File: src/rtl/pc_unit.sv
// pc_unit: program counter with IDLE/RUN/HALTED control and optional return stack
// Ports:
//   clk, rst_n        clock and synchronous active-low reset
//   start             begin execution at address 0 (from IDLE or HALTED)
//   stall, halt       hold pc this cycle / stop in HALTED at the current address
//   branch_en, target taken branch to an absolute address
//   call_en, ret_en   call/return through the return stack
//   pc                registered current instruction address
//   running, done     RUN / HALTED state decodes
//   stack_err         sticky return-stack overflow/underflow flag
// Macro PC_CALL_STACK_EN compiles in the STACK_DEPTH x PC_W return stack;
// without it call_en/ret_en are ignored and stack_err is tied low.
module pc_unit #(
    parameter int PC_W        = 12,
    parameter int STACK_DEPTH = 4
) (
    input  logic            clk,
    input  logic            rst_n,
    input  logic            start,
    input  logic            stall,
    input  logic            halt,
    input  logic            branch_en,
    input  logic [PC_W-1:0] target,
    input  logic            call_en,
    input  logic            ret_en,
    output logic [PC_W-1:0] pc,
    output logic            running,
    output logic            done,
    output logic            stack_err
);
    typedef enum logic [1:0] {IDLE, RUN, HALTED} state_t;
    state_t state;
    logic [PC_W-1:0] pc_inc;
    assign pc_inc  = pc + 1'b1;
    assign running = state == RUN;
    assign done    = state == HALTED;
`ifdef PC_CALL_STACK_EN
    localparam int SP_W = $clog2(STACK_DEPTH + 1);
    localparam int AW   = STACK_DEPTH > 1 ? $clog2(STACK_DEPTH) : 1;
    logic [PC_W-1:0] stack [STACK_DEPTH];
    logic [SP_W-1:0] sp, sp_dec;
    logic            full, empty, err;
    assign sp_dec    = sp - 1'b1;
    assign full      = sp == SP_W'(STACK_DEPTH);
    assign empty     = sp == '0;
    assign stack_err = err;
    always_ff @(posedge clk) begin
        if (!rst_n) begin
            state <= IDLE;
            pc    <= '0;
            sp    <= '0;
            err   <= 1'b0;
        end else begin
            case (state)
                IDLE: if (start) begin
                    state <= RUN;
                    pc    <= '0;
                end
                RUN: if (halt) begin
                    state <= HALTED;
                end else if (!stall) begin
                    if (ret_en) begin
                        // an empty pop behaves like a plain increment
                        pc  <= empty ? pc_inc : stack[sp_dec[AW-1:0]];
                        sp  <= empty ? sp : sp_dec;
                        err <= err | empty;
                    end else if (call_en) begin
                        // a full push is dropped but the jump still happens
                        if (!full) begin
                            stack[sp[AW-1:0]] <= pc_inc;
                            sp                <= sp + 1'b1;
                        end
                        pc  <= target;
                        err <= err | full;
                    end else begin
                        pc <= branch_en ? target : pc_inc;
                    end
                end
                HALTED: if (start) begin
                    state <= RUN;
                    pc    <= '0;
                    sp    <= '0;
                end
                default: state <= IDLE;
            endcase
        end
    end
`else
    localparam int unused_depth = STACK_DEPTH;
    logic unused_ctrl;
    assign unused_ctrl = call_en | ret_en;
    assign stack_err   = 1'b0;
    always_ff @(posedge clk) begin
        if (!rst_n) begin
            state <= IDLE;
            pc    <= '0;
        end else begin
            case (state)
                IDLE: if (start) begin
                    state <= RUN;
                    pc    <= '0;
                end
                RUN: if (halt) begin
                    state <= HALTED;
                end else if (!stall) begin
                    pc <= branch_en ? target : pc_inc;
                end
                HALTED: if (start) begin
                    state <= RUN;
                    pc    <= '0;
                end
                default: state <= IDLE;
            endcase
        end
    end
`endif
endmodule

File: config.mk
export PLATFORM = sky130hd
export DESIGN_NAME = pc_unit
export DESIGN_NICKNAME = d
export VERILOG_FILES = /design/src/rtl/pc_unit.sv
export SDC_FILE = /design/constraint.sdc
export NUM_CORES = 1
export LEC_CHECK = 0
export CAP_MARGIN = 0
export CORE_MARGIN = 4
export CORE_UTILIZATION = 47
export CTS_BUF_LIST = sky130_fd_sc_hd__clkbuf_2 sky130_fd_sc_hd__clkbuf_4 sky130_fd_sc_hd__clkbuf_8
export DETAILED_ROUTE_END_ITERATION = 6
export PLACE_DENSITY = 0.95
export SKIP_CTS_REPAIR_TIMING = 1
export SYNTH_ARGS = -nofsm -noshare
export SYNTH_HDL_FRONTEND = slang
export SYNTH_SLANG_ARGS = --single-unit
File: constraint.sdc
create_clock -name clk -period 4.5 [get_ports clk]
set_input_delay 0.45 -clock clk [delete_from_list [all_inputs] [get_ports clk]]
set_output_delay 0.45 -clock clk [all_outputs]
set_load 0.005 [all_outputs]
After elaboration in Yosys (flattened, before gate mapping). Index checks and enable logic that the tools add are counted.

Output and inout bits: 15. Register bits after elaboration: 14. Bits in read-only memories: 0. Logic and storage cells: 22. Bits in latches: 0. Memories: 0. Bits in writable memories: 0.

Bitwise operators: 0. Reduce and logical (&&, ||, !) cells: 5. Add/sub/neg operators: 1. Equality and inequality tests: 6. Divide/modulo/power cells: 0. Shift-type cells: 0. Mux-type cells: 8. $lt $le $gt $ge: 0. $mul: 0.

Operator list (number): two-way mux 12 bit (4); one-hot mux 12 bit (2 select lines) (1); adder 12 x 1 -> 12 bit (second input constant) (1); != test 2 bit (second input constant) (3); two-way mux 2 bit (2); one-hot mux 2 bit (2 select lines) (1); AND reduction 4 bit (1); equality test 2 x 1 -> 1 bit (second input constant) (1); equality test 2 bit (second input constant) (1); logical NOT 2 bit (1); != test 2 x 1 -> 1 bit (second input constant) (1); AND reduction 2 bit (1); nonzero test 2 bit (1); OR reduction 2 bit (1).

Depth between registers and ports, before layout.
Depth after elaboration: 5. Mapped depth: 6. Mapped depth without buffers: 5.

Worst setup path before layout. Ideal clock, no wire load.

Path kind: input to register. Start point: input port halt. End point: register pc[5]. Cell stages on the path: 5. Slack: 2.928 ns. Setup time: 0.070 ns. Required time: 4.430 ns. Data arrival time: 1.502 ns. Path through: or4b_1 > clkbuf_2 > a311oi_1 > o21ai_1 > a21boi_1.

Cells in the longest elaborated chain, start to end: 2.

RTL lines: start: declaration (line 21) `input logic halt,`; != test 2 bit (no line); AND reduction 4 bit (no line); end signal: assignment (line 106) `pc <= branch_en ? target : pc_inc;`; end: declaration (line 26) `output logic [PC_W-1:0] pc,`.

Every way passes these cells. A chain may end at the register's enable or synchronous reset.

Worst setup path in the final report.
Start point: input port halt. End point: register pc[10].

The elaborated chain is that of the path after synthesis.

==> impl_metrics.toml <==
[outcome]
outcome = "complete, no violations"

[cells_and_area]
layout.nets = 161
diodes = 0
nFillCells = 156
syn_to_final_growth_pct = 38.9
layout-drive-gt1-share = 0.0290
final_util = 0.696

[pwr]
p_int_w = 0.000183
p_sw_frac = 0.260
power.density_nw_per_um2 = 206
p_leak_nw = 0.394
ir_worst_vdd_uv = 114
power_w = 0.000247
seqPwrFrac = 0.521
pwr-share-clk = 0.296
pwr-share-comb = 0.182
p_switching_w = 0.0000643

[detailed_routing]
drtPass1Iterations = 4
drt-initial-drc-count = 31
route.detailed.drc = 0
wire_per_inst_um = 14.5
vias = 953
drt_wl_total_mm = 2.37
vias_per_cell = 5.85
ant_nets = 0

[global_routing]
grt_pass1_wl_mm = 3.83
antenna_found_initial = 0
grt_usage = 0.189
first_global_vias = 943
grt_start_max_net_pins = 27
grt_overflow_total = 0

[logic_synthesis]
avgSynthCellArea_um2 = 7.86
ys_async_sr_fraction = 0
synth_edf_count = 0
netlist_instances = 110
yosysWarnings = 0
syn_nets = 131
ys.flop_type = "dfxtp_1"
synth_area_leaders = "dfxtp_1, o2bb2ai_1, o21ai_0"
yosysTopAreaCell = "dfxtp_1"
synth_top_cell_area_share = 0.324
yosysUniqueCellTypes = 34
netlist_area_um2 = 865
yosysSeqAreaShare = 0.324
yosys_register_bits = 14

[timing]
maxSlewViolCount = 0
timing.hold.ws_ps = 513
tightest_slew_ps = 882
slew_headroom = 0.410
fin_skew_ps = 4.82
hold_viol = 0
finalCritPeriodShare = 0.449
rsz0062_at_grt = "false"
finalCriticalPeriod_ps = 2020
tns_ps = 0
setup_viol = 0
max_freq_mhz = 495

[clock_tree]
cts_sinks = 14
root_buffer = "clkbuf_4"
cts_tree = "yes"
clk_latency_ps = 280
cts_made_buffers = 3
cts_max_level = 1
path_clk_slew_ps = 90
cts_buffer_depth = 2

[worst_setup_path]
cp_slowest_cell = "nor4b_4"
cpPeakStageDelay_ps = 600
worstSetupPathType = "in -> reg"
worst-path-max-fanout = 10
worst_ep_arrival_time_ps = 2240
start_kind = "primary input"
cp.required_ps = 4720
worstSetupEndpointType = "register"
cp_cell_sequence = "clkdlybuf4s50_1, nor4b_4, nand3b_1, o21ai_0, o2bb2ai_1"

[floorplan]
io_pins = 35
num_rows = 15
initial_core_util = 0.501
fp.dieH_um = 50.9
core_area_um2 = 1730
die_w_um = 50.9
dieArea_um2 = 2590

[place]
post-dp-hpwl_mm = 1.77
place_congestion = 0.823
io_buffers = 31

[run]
drv_cap = 0

[worst_hold_path]
min_path_type = "reg -> reg"
-- worst max-delay path: cells and delay by family --
family / cells / cell delay (ps)
AND/OR/NAND/NOR: 2 / 890
buffers and inverters: 1 / 490
AO/OA/AOI/OAI: 2 / 410
-- synthesized netlist by cell type (all sizes together) (4+ instances only) --
cell type / number
o2bb2ai: 6
nand2: 10
a22oi: 5
inv: 5
o21ai: 11
clkbuf: 5
nand3: 8
nor3: 4
nor2: 5
dfxtp: 14
nor2b: 5
-- routing by layer --
| layer | track usage | vias to the layer above | part of all wire |
|---|---|---|---|
| met5 | 0 | - | 0 |
| met4 | 0.0762 | 0 | 0.020 |
| met3 | 0.0350 | 7 | 0.062 |
| met2 | 0.346 | 41 | 0.50 |
| met1 | 0.214 | 445 | 0.42 |
| li1 | - | 460 | - |
-- power by group through the flow --
stage	combinational, W	clock, W	sequential [W]
after detailed placement	0.0000446	0	0.000132
final	0.0000451	0.0000732	0.000129
after CTS	0.0000451	0.0000725	0.000129
after global placement	0.0000436	0	0.000131
after floorplan	0.0000215	0	0.000131
after global routing	0.0000493	0.0000768	0.000129
-- path summary, 6_finish.rpt --
kind | startpoint | end | slack [ps] | cells past startpoint
setup / recovery | halt | pc[10] | 2480 | 5
hold / removal | pc[9] | pc[9] | 510 | 1
setup reg to reg | state[0] | pc[10] | 2780 | 4
hold reg to reg | pc[9] | pc[9] | 510 | 1
-- cells in the final DEF (no fill, tap or decap), drive strengths merged --
| cell | synthesis | layout |
|---|---|---|
| inv | 5 | 5 |
| nand3b | 1 | 1 |
| mux2i | 1 | 1 |
| a311oi | 2 | 2 |
| o221ai | 1 | 1 |
| nor4 | 3 | 3 |
| o21ai | 11 | 11 |
| o21a | 1 | 1 |
| clkbuf | 5 | 3 |
| nand2b | 3 | 3 |
| a21oi | 2 | 2 |
| nand3 | 8 | 8 |
| nor2 | 5 | 5 |
| o41ai | 2 | 2 |
| o2bb2ai | 6 | 6 |
| and3 | 2 | 2 |
| nor3 | 4 | 4 |
| or4b | 1 | 1 |
| nor4b | 1 | 1 |
| dfxtp | 14 | 14 |
| nand2 | 10 | 10 |
| conb | 1 | 1 |
| clkdlybuf4s50 | 0 | 31 |
| and2 | 1 | 1 |
| xnor2 | 2 | 2 |
| nor2b | 5 | 5 |
| ha | 1 | 1 |
| a22oi | 5 | 5 |
| nand4 | 2 | 2 |
| a21boi | 3 | 3 |
| and2b | 1 | 1 |
-- registers in the layout, indices dropped and copies added (netlist names) --
| signal | cells |
|---|---|
| pc | 12 |
| state | 2 |
-- logic make-up (layout without fill, tap and decap cells) --
family	count (synthesis)	after routing	synth area share
buf+inv	11	39	0.0535
flops	14	14	0.324
mux	1	1	0.0116
fa+ha+maj	1	1	0.0145
compound gates	33	33	0.265
simple gates	47	47	0.307
other cells	1	1	0.00434
xor+xnor	2	2	0.0203
-- final cells by class --
class                           count  area [µm²]  area share
Clock buffer                        3        22.5      0.0188
Inverter                            5        18.8      0.0156
Multi-Input combinational cell     85         538       0.448
Sequential cell                    14         280       0.233
Tap cell                           25        31.3      0.0260
Timing Repair Buffer               31         310       0.258
-- per-stage QoR --
stage | std cells | instance area [µm²] | setup slack (ps)
floorplan | 110 | 865 | 2930
global placement | 160 | 1180 | 2280
detailed placement | 160 | 1180 | 2230
CTS | 163 | 1200 | 2520
global route | 163 | 1200 | 2370
finish | 163 | 1200 | 2480
Power figures use the tool's default switching activity.
